[src/rtl/fetch_pkg.sv]
// Shared types and constants for the instruction-fetch stage and its bus.
package fetch_pkg;

   localparam logic [31:0] RESET_PC = 32'hbfc0_0000;

   typedef struct packed {
      logic        valid;
      logic [31:0] addr;
   } ibus_req_t;

   typedef struct packed {
      logic        addr_ok;
      logic        data_ok;
      logic [31:0] data;
   } ibus_resp_t;

   typedef enum logic [1:0] {IDLE, REQ, WAIT} fetch_state_t;

   typedef struct packed {
      logic [31:0] pc;
      logic [31:0] instr;
   } fetch_out_t;

   function automatic logic [31:0] alignPc(input logic [31:0] a);
      return a & ~32'h3;
   endfunction

endpackage

[src/rtl/fetch_if.sv]
// Instruction bus between the fetch stage (master) and the memory side (slave).
interface fetch_if;
   import fetch_pkg::*;

   ibus_req_t  ireq;
   ibus_resp_t iresp;

   modport master (output ireq, input iresp);
   modport slave  (input ireq, output iresp);

endinterface

[src/rtl/fetch_fifo.sv]
// Two-entry shift FIFO: entry 0 is always the head, so the outputs come straight from a register.
module fetch_fifo
   import fetch_pkg::*;
(
   input  logic       clk,
   input  logic       resetn,
   input  logic       push_i,
   input  logic       pop_i,
   input  logic       flush_i,
   input  fetch_out_t din_i,
   output logic [1:0] count_o,
   output fetch_out_t head_o
);

   fetch_out_t e0_q, e1_q;
   logic [1:0] count_q;

   // Flush wins over push; a push together with a pop at count 2 is never requested.
   always_ff @(posedge clk) begin
      if (!resetn || flush_i) begin
         count_q <= 2'd0;
      end else begin
         unique case ({push_i, pop_i})
            2'b10: begin
               if (count_q == 2'd0) e0_q <= din_i;
               else                 e1_q <= din_i;
               count_q <= count_q + 2'd1;
            end
            2'b01: begin
               e0_q    <= e1_q;
               count_q <= count_q - 2'd1;
            end
            2'b11: begin
               if (count_q == 2'd1) begin
                  e0_q <= din_i;
               end else begin
                  e0_q <= e1_q;
                  e1_q <= din_i;
               end
            end
            default: ;
         endcase
      end
   end

   assign count_o = count_q;
   assign head_o  = e0_q;

endmodule

[src/rtl/fetch.sv]
// Instruction-fetch stage: one outstanding ibus read at a time, results buffered for decode,
// wrong-path responses discarded after a redirect.
module fetch
   import fetch_pkg::*;
(
   input  logic        clk,
   input  logic        resetn,
   fetch_if.master     ibus,
   input  logic        redir_valid_i,
   input  logic [31:0] redir_pc_i,
   output logic        out_valid_o,
   output logic [31:0] out_pc_o,
   output logic [31:0] out_instr_o,
   input  logic        out_ready_i
);

   fetch_state_t state_q;
   logic [31:0]  pc_q, pc_d, req_addr_q;
   logic         kill_q, kill_d;
   logic [1:0]   fifoCount, countAfter;
   logic         complete, push, pop, canIssue, inFlight, issue;
   fetch_out_t   head, pushData;

   // Only issue when the buffer is guaranteed a free slot for the response, since data_ok cannot stall.
   always_comb begin
      complete   = ((state_q == REQ) && ibus.iresp.addr_ok && ibus.iresp.data_ok) ||
                   ((state_q == WAIT) && ibus.iresp.data_ok);
      push       = complete && !kill_q && !redir_valid_i;
      pop        = out_valid_o && out_ready_i && !redir_valid_i;
      countAfter = fifoCount + {1'b0, push} - {1'b0, pop};
      canIssue   = (countAfter <= 2'd1);
      inFlight   = (state_q != IDLE) && !complete;
      issue      = ((state_q == IDLE) || complete) && !redir_valid_i && canIssue;

      pc_d = pc_q;
      if (redir_valid_i)          pc_d = alignPc(redir_pc_i);
      else if (complete && !kill_q) pc_d = req_addr_q + 32'd4;

      kill_d = kill_q;
      if (complete)                  kill_d = 1'b0;
      if (redir_valid_i && inFlight) kill_d = 1'b1;

      pushData.pc    = req_addr_q;
      pushData.instr = ibus.iresp.data;
   end

   // A redirect always parks the FSM in IDLE for a cycle unless a killed transaction is still open.
   always_ff @(posedge clk) begin
      if (!resetn) begin
         state_q    <= IDLE;
         pc_q       <= RESET_PC;
         req_addr_q <= RESET_PC;
         kill_q     <= 1'b0;
      end else begin
         pc_q   <= pc_d;
         kill_q <= kill_d;
         unique case (state_q)
            IDLE: begin
               if (issue) begin
                  state_q    <= REQ;
                  req_addr_q <= pc_d;
               end
            end
            REQ: begin
               if (complete) begin
                  if (issue) req_addr_q <= pc_d;
                  else       state_q    <= IDLE;
               end else if (ibus.iresp.addr_ok) begin
                  state_q <= WAIT;
               end
            end
            WAIT: begin
               if (complete) begin
                  if (issue) begin
                     state_q    <= REQ;
                     req_addr_q <= pc_d;
                  end else begin
                     state_q <= IDLE;
                  end
               end
            end
            default: state_q <= IDLE;
         endcase
      end
   end

   fetch_fifo u_fifo (
      .clk     (clk),
      .resetn  (resetn),
      .push_i  (push),
      .pop_i   (pop),
      .flush_i (redir_valid_i),
      .din_i   (pushData),
      .count_o (fifoCount),
      .head_o  (head)
   );

   assign ibus.ireq.valid = (state_q == REQ);
   assign ibus.ireq.addr  = req_addr_q;
   assign out_valid_o     = (fifoCount != 2'd0);
   assign out_pc_o        = head.pc;
   assign out_instr_o     = head.instr;

endmodule

[src/flat_wrapper.sv]
// flat-port wrapper written by rule: the top's interface ports become plain ports
module fetch_flat import fetch_pkg::*;
  (clk, resetn, redir_valid_i, redir_pc_i, out_valid_o, out_pc_o, out_instr_o, out_ready_i, ibus_ireq, ibus_iresp);
  fetch_if ibus_i ();
  input  logic clk;
  input  logic resetn;
  input  logic redir_valid_i;
  input  logic [31:0] redir_pc_i;
  output logic out_valid_o;
  output logic [31:0] out_pc_o;
  output logic [31:0] out_instr_o;
  input  logic out_ready_i;
  output wire logic [$bits(ibus_i.ireq)-1:0] ibus_ireq;
  input wire logic [$bits(ibus_i.iresp)-1:0] ibus_iresp;
  assign ibus_ireq = ibus_i.ireq;
  assign ibus_i.iresp = ibus_iresp;
  fetch u_core (.clk(clk), .resetn(resetn), .ibus(ibus_i), .redir_valid_i(redir_valid_i), .redir_pc_i(redir_pc_i), .out_valid_o(out_valid_o), .out_pc_o(out_pc_o), .out_instr_o(out_instr_o), .out_ready_i(out_ready_i));
endmodule
[config.mk]
export PLATFORM = sky130hd
export DESIGN_NAME = fetch_flat
export DESIGN_NICKNAME = d
export VERILOG_FILES = /design/src/rtl/fetch_pkg.sv /design/src/rtl/fetch_if.sv /design/src/rtl/fetch_fifo.sv /design/src/rtl/fetch.sv /design/src/flat_wrapper.sv
export SDC_FILE = /design/constraint.sdc
export NUM_CORES = 1
export LEC_CHECK = 0
export BUFFER_PORTS_ARGS = -buffer_cell sky130_fd_sc_hd__clkbuf_2
export CORE_ASPECT_RATIO = 1.2
export CORE_MARGIN = 10
export CORE_UTILIZATION = 50
export DETAILED_ROUTE_END_ITERATION = 7
export HOLD_SLACK_MARGIN = 0.06
export PLACE_DENSITY_LB_ADDON = 0.15
export REMOVE_ABC_BUFFERS = 1
export SLEW_MARGIN = 20
export SYNTH_ARGS = -nofsm -noshare
export SYNTH_HDL_FRONTEND = slang
export SYNTH_SLANG_ARGS = --single-unit
[constraint.sdc]
create_clock -name clk -period 8.3 [get_ports clk]
set_input_delay 0.415 -clock clk [delete_from_list [all_inputs] [get_ports clk]]
set_output_delay 0.415 -clock clk [all_outputs]
set_load 0.01 [all_outputs]
==> flow_summary.toml, run 1 <==
[yosys]
ys.flop_type = "edfxtp_1"
netlist_instances = 683
synth.ff_latch_count = 197
ys_types = 62
avgSynthCellArea_um2 = 12.1
synth-edff-count = 128
netlist_area_mm2 = 0.00828
async_flop_share_pct = 0
yosysSeqAreaShare_pct = 63.1
ys_warn_count = 0

[sta]
fin_skew_ns = 0.00856
period_needed_ns = 3.91
rsz0062_at_grt = "false"
relSlewSlack_pct = 28.5
drv_slew = 0
fmax_mhz = 256
worst_pin_slew_ns = 1.07
period_share_pct = 47.1
setup_tns_ns = 0
final-hold-violation-count = 0
finalSetupViolations = 0
whs_ns = 0.168

[critical_path]
required_ns = 8.60
r2r_end = "u_core.u_fifo.head_o[31]"
worstPathArrival_ns = 4.21
reg2reg_depth = 12
worstSetupPathType = "flop to flop"
cp_slowest_stage_delay_ns = 0.56
crit_family = "buffers and inverters"
path_max_fanout = 46
crit_chain = "inv_1 > ha_1 > a21oi_1 > nor2_2 > buf_4 > nand2_1 > inv_1 > ha_1 > a21oi_1 > nor2_4 > buf_4 > a22o_1"
cp_slowest_cell = "buf_4"
cp-end-kind = "flop"
cp-start-kind = "flop"
worst-path-buf-inv = 4
r2r_slack_ns = 4.39
rr_startpoint = "u_core.state_q[1]"

[final_layout]
area_growth_pct = 19.0
layout-drive-gt1-share_pct = 26.8
design_area_mm2 = 0.00985
design.final.nets = 907
fin_util_pct = 60.5
antennaDiodeCount = 0

[drt]
drc = 0
via_per_inst = 5.96
wl_um = 20900
vias = 6261
wire_per_inst_um = 19.9
ant_nets = 0
firstDrtPassIters = 5
drt_iter0_drc = 473

[clocking]
ctsHoldBuffers = 0
postCtsSetupRepairBufs = 0
cts_resized = 0
cts_buffers = 17
insertion_delay_ns = 0.44
cts_tree = "yes"
cts_root_buf = "clkbuf_16"
clkSlewWorstSetupHoldPaths_ns = 0.08
cts_buffer_depth = 2
htree_levels = 4
cts.sinks = 197

[min_path]
hold_path_depth = 1
hp-class = "input port to flop"
hold_end = "u_core.u_fifo.e1_q[3]"
hp-start = "ibus_iresp[3]"

[floorplan]
die_h_um = 161
fp.dieW_um = 137
rows = 51
initial_core_util_pct = 50.9
die_area_mm2 = 0.0221
pin_count = 168
coreArea_mm2 = 0.0163

[power]
power.switching_mw = 0.780
sw_frac_of_total_pct = 30.8
combPwrFrac_pct = 18.9
vdd_drop_max_mv = 0.266
p_seq_share_pct = 48.8
leakagePower_nw = 3.67
p_int_mw = 1.75
power.share.clock_pct = 32.3
powerDensity_mw_per_mm2 = 257

[status]
status = "completed"

[global_route]
antenna_found_initial = 0
grt-ovfl-total = 0
first_global_vias = 6201
grt_pass1_wl_um = 32700
grt_max_degree = 75
grt_use_total_pct = 18.7

[place]
place_hpwl_um = 13800
place_area_mm2 = 0.00927
place_congestion = 0.781
io_buffers = 165

[run]
drv_cap = 0
cell usage in the layout (no fill, tap or decap), drive strengths merged, types with 5 or more instances in the layout:
master / netlist / layout
nor3b: 8 / 8
o31ai: 5 / 5
buf: 4 / 9
dfxtp: 69 / 69
a22o: 65 / 65
and3: 15 / 15
nor2b: 6 / 6
nor2: 21 / 21
clkbuf: 47 / 182
o21ai: 35 / 35
o31a: 8 / 8
or3: 7 / 7
nand3: 30 / 30
inv: 16 / 25
ha: 12 / 12
a21oi: 39 / 39
o211ai: 5 / 5
nor4: 8 / 8
edfxtp: 128 / 128
nor3: 10 / 10
a211o: 7 / 7
a21boi: 16 / 16
xnor2: 8 / 8
nand2: 43 / 43
nand4: 11 / 11
a31oi: 10 / 10
per-stage QoR:
stage          setup WS [ns]  total power [mW]  instances
6_report                4.39              2.53       1050
5_1_grt                 4.12              2.65       1050
4_1_cts                 4.45              2.55       1050
3_5_place_dp            4.18              1.73       1018
3_3_place_gp            4.36              1.70       1018
2_1_floorplan          0.100              1.53        632
synth_stat cells, types with 10 or more instances:
library cell    n  area, µm²
ha_1           12        150
a21oi_1        39        195
nand3_1        29        145
a21boi_0       15        113
a22o_1         64        561
nor3_1         10       50.1
o21ai_0        34        170
edfxtp_1      128       3840
nand2_1        43        161
and3_1         14       87.6
a31oi_1        10       62.6
clkbuf_1       45        169
dfxtp_1        69       1380
nor2_1         21       78.8
inv_1          16       60.1
nand4_1        10       62.6
routing by layer:
layer | vias to the layer above | global-route usage (%) | part of all wire (%)
met5 | - | 0 | 0
met4 | 0 | 6.24 | 1.3
met3 | 23 | 4.96 | 8.8
met2 | 245 | 30.1 | 48
met1 | 3070 | 23.9 | 42
li1 | 2923 | - | -
sequential cells by signal (all words and copies together), names as in the netlist:
register / cells
u_core.kill_q: 1
u_core.u_fifo.e1_q: 64
u_core.req_addr_q: 32
u_core.pc_q: 32
u_core.u_fifo.head_o: 64
u_core.state_q: 2
u_core.u_fifo.count_o: 2
cells by family after synthesis:
| logic type | share of synthesized area [%] |
|---|---|
| AOI/OAI and AO/OA | 18.8 |
| DFF | 63.1 |
| and+or+nand+nor | 11.5 |
| buffers and inverters | 3.10 |
| adders and majority gates | 1.81 |
| xor gates and xnor gates | 1.16 |
| muxes | 0.484 |
cell type report:
class,instances,area (µm²)
multi-input cells,419,2820
well taps,212,265
inverters,16,60.1
fillers,1321,6420
repair buffers,174,893
flip-flops and latches,197,5230
clock inverters,15,159
clock buffers,17,425
power groups by stage:
stage	combinational, mW	clock (mW)	sequential, mW
final	0.479	0.819	1.24
after detailed placement	0.478	0	1.26
after floorplan	0.283	0	1.25
after global placement	0.453	0	1.25
after global routing	0.527	0.878	1.25
after CTS	0.479	0.834	1.23
worst max-delay path by stage:
stage,startpoint,to,slack (ns),cells after the start
after floorplan,u_core.state_q[1],u_core.u_fifo.e1_q[0],0.10,11
after global placement,redir_valid_i,u_core.req_addr_q[22],4.36,10
after detailed placement,redir_valid_i,u_core.req_addr_q[0],4.18,11
after CTS,u_core.state_q[1],u_core.u_fifo.head_o[23],4.45,12
after global routing,u_core.state_q[1],u_core.req_addr_q[0],4.12,12
final,u_core.state_q[1],u_core.u_fifo.head_o[31],4.39,12
No activity file was read; power rests on OpenSTA's default activity.
==> run 2, diff against run 1 <==
Clock period 8.3 ns to 3.36 ns, I/O delays scaled along.
==> run 2 against run 1 <==
Against the previous run:
- hold slack worse by 0.052 ns
- global-route usage up 0.19 points
- sequential power is 150% higher
- critical path depth shrank 1
- wire length rose by 2.4%
- critical endpoint is now u_core.u_fifo.head_o[14]
==> flow_summary.toml, run 2 (same netlist as run 1, synthesis figures left out) <==
[min_path]
hp-class = "input port to flop"

[place]
place_hpwl_um = 13800
io_buffers = 165
place_congestion = 0.807
place_ws_ns = 0.0290

[drt]
vias = 6464
drc = 0
via_per_inst = 5.75
wire_per_inst_um = 19.1
wl_um = 21400
firstDrtPassIters = 5
drt_iter0_drc = 424
ant_nets = 0

[power]
powerDensity_mw_per_mm2 = 600
vdd_drop_max_mv = 0.474
leakagePower_nw = 3.99

[critical_path]
startpoint = "u_core.state_q[1]"
endpoint = "u_core.u_fifo.head_o[14]"
r2r_slack_ns = 0.18
cp_slowest_stage_delay_ns = 0.45
worst-path-buf-inv = 3
crit_family = "compound AO/OA/AOI/OAI gates"
required_ns = 3.54
cp_slowest_cell = "a21oi_1"
path_max_fanout = 26
crit_cells = 11
worstPathArrival_ns = 3.37
r2r_end = "u_core.u_fifo.head_o[14]"
cp-start-kind = "flop"
crit_chain = "inv_1 > ha_1 > a21oi_1 > nor2_2 > nand2_1 > inv_1 > ha_1 > a21oi_1 > nor2_4 > buf_4 > a22o_1"
reg2reg_depth = 11
worstSetupPathType = "flop to flop"
cp-end-kind = "flop"
rr_startpoint = "u_core.state_q[1]"

[final_layout]
fin_util_pct = 65.1
antennaDiodeCount = 0
final_cell_mix = "clkbuf_2, edfxtp_1, dfxtp_1"
multi_input_area_mm2 = 0.00284
area_growth_pct = 27.9
regArea_mm2 = 0.00523
design.final.nets = 981
fillers = 1267
layout-drive-gt1-share_pct = 26.0
final_common_cell = "clkbuf_2"

[global_route]
grt_pass1_wl_um = 33500
first_global_vias = 6392
grt_max_degree = 74
grt-ovfl-total = 0
grt_use_total_pct = 18.9
antenna_found_initial = 0

[clocking]
cts_buffers = 17
htree_levels = 4
insertion_delay_ns = 0.43
clkSlewWorstSetupHoldPaths_ns = 0.07
cts_buffer_depth = 2
cts_root_buf = "clkbuf_16"
cts_tree = "yes"
cts.sinks = 197

[floorplan]
coreArea_mm2 = 0.0163
rows = 51
pin_count = 168
die_h_um = 161
die_area_mm2 = 0.0221
initial_core_util_pct = 50.9
fp.dieW_um = 137

[sta]
final-hold-violation-count = 0
rsz0062_at_grt = "false"
period_share_pct = 94.7
period_needed_ns = 3.18
finalSetupViolations = 0
relSlewSlack_pct = 21.7
worst_pin_slew_ns = 1.17
fmax_mhz = 314
layout_setup_ws_ns = 0.177
whs_ns = 0.116
drv_slew = 0
fin_skew_ns = 0.0116

[status]
status = "completed"

[run]
drv_cap = 0
## run 2: cell count changes in the layout (fill, tap and decap cells not counted), sizes merged
cell / change
inv: +1
nor2: +1
dlygate4sd3: +62
clkinvlp: -1
buf: +11
## run 2: worst min-delay path by stage
stage                        start                     end  slack [ns]  cells past startpoint
finish              redir_pc_i[14]         u_core.pc_q[14]        0.12                      4
global route        redir_pc_i[14]         u_core.pc_q[14]        0.11                      4
CTS                 redir_pc_i[14]         u_core.pc_q[14]         0.1                      4
detailed placement   ibus_iresp[9]   u_core.u_fifo.e1_q[9]        0.37                      1
global placement    ibus_iresp[17]  u_core.u_fifo.e1_q[17]        0.36                      1
floorplan                   resetn         u_core.pc_q[23]        0.24                      1
## run 2: layout make-up
class	instances	share of cell area [%]
Clock buffer	17	4.02
Clock inverter	15	1.47
Inverter	16	0.567
Multi-Input combinational cell	420	26.8
Sequential cell	197	49.3
Tap cell	212	2.51
Timing Repair Buffer	247	15.3
## run 2: power breakdown
part / internal, mW / total, mW / switching, mW
Sequential: 2.80 / 3.05 / 0.253
Combinational: 0.572 / 1.30 / 0.727
Clock: 1.06 / 2.01 / 0.952
## run 2: what timing repair did
item	4_1_cts	5_1_grt
buffers inserted	0	3
endpoints found under the hold margin	99	0
endpoints found under the setup margin	0	52
hold buffers	62	0
gates resized for setup	0	1
## run 2: worst reg2reg max path: cells and delay by family (launching register included)
kind | cells | cell delay [ns]
flops | 1 | 0.38
compound gates | 3 | 1.03
fa+ha+maj | 2 | 0.49
buf+inv | 3 | 0.48
simple gates | 3 | 0.55
## run 2: per-layer routing
metal | wire length (µm) | share of wire [%] | global-route usage (%) | up-vias
met5 | 0 | 0 | 0 | -
met4 | 347 | 1.6 | 7.39 | 0
met3 | 1650 | 7.7 | 4.53 | 38
met2 | 10200 | 47 | 30.1 | 256
met1 | 9270 | 43 | 24.3 | 3102
li1 | - | - | - | 3068
## run 2: through the flow
stage	std cells	TNS, ns	cell area (µm²)	total power, mW
3_3_place_gp	1026	0	9350	4.23
2_1_floorplan	632	-729.86	8080	3.78
6_report	1124	0	10600	6.36
3_5_place_dp	1026	0	9350	4.30
5_1_grt	1124	0	10600	6.65
4_1_cts	1120	0	10600	6.35
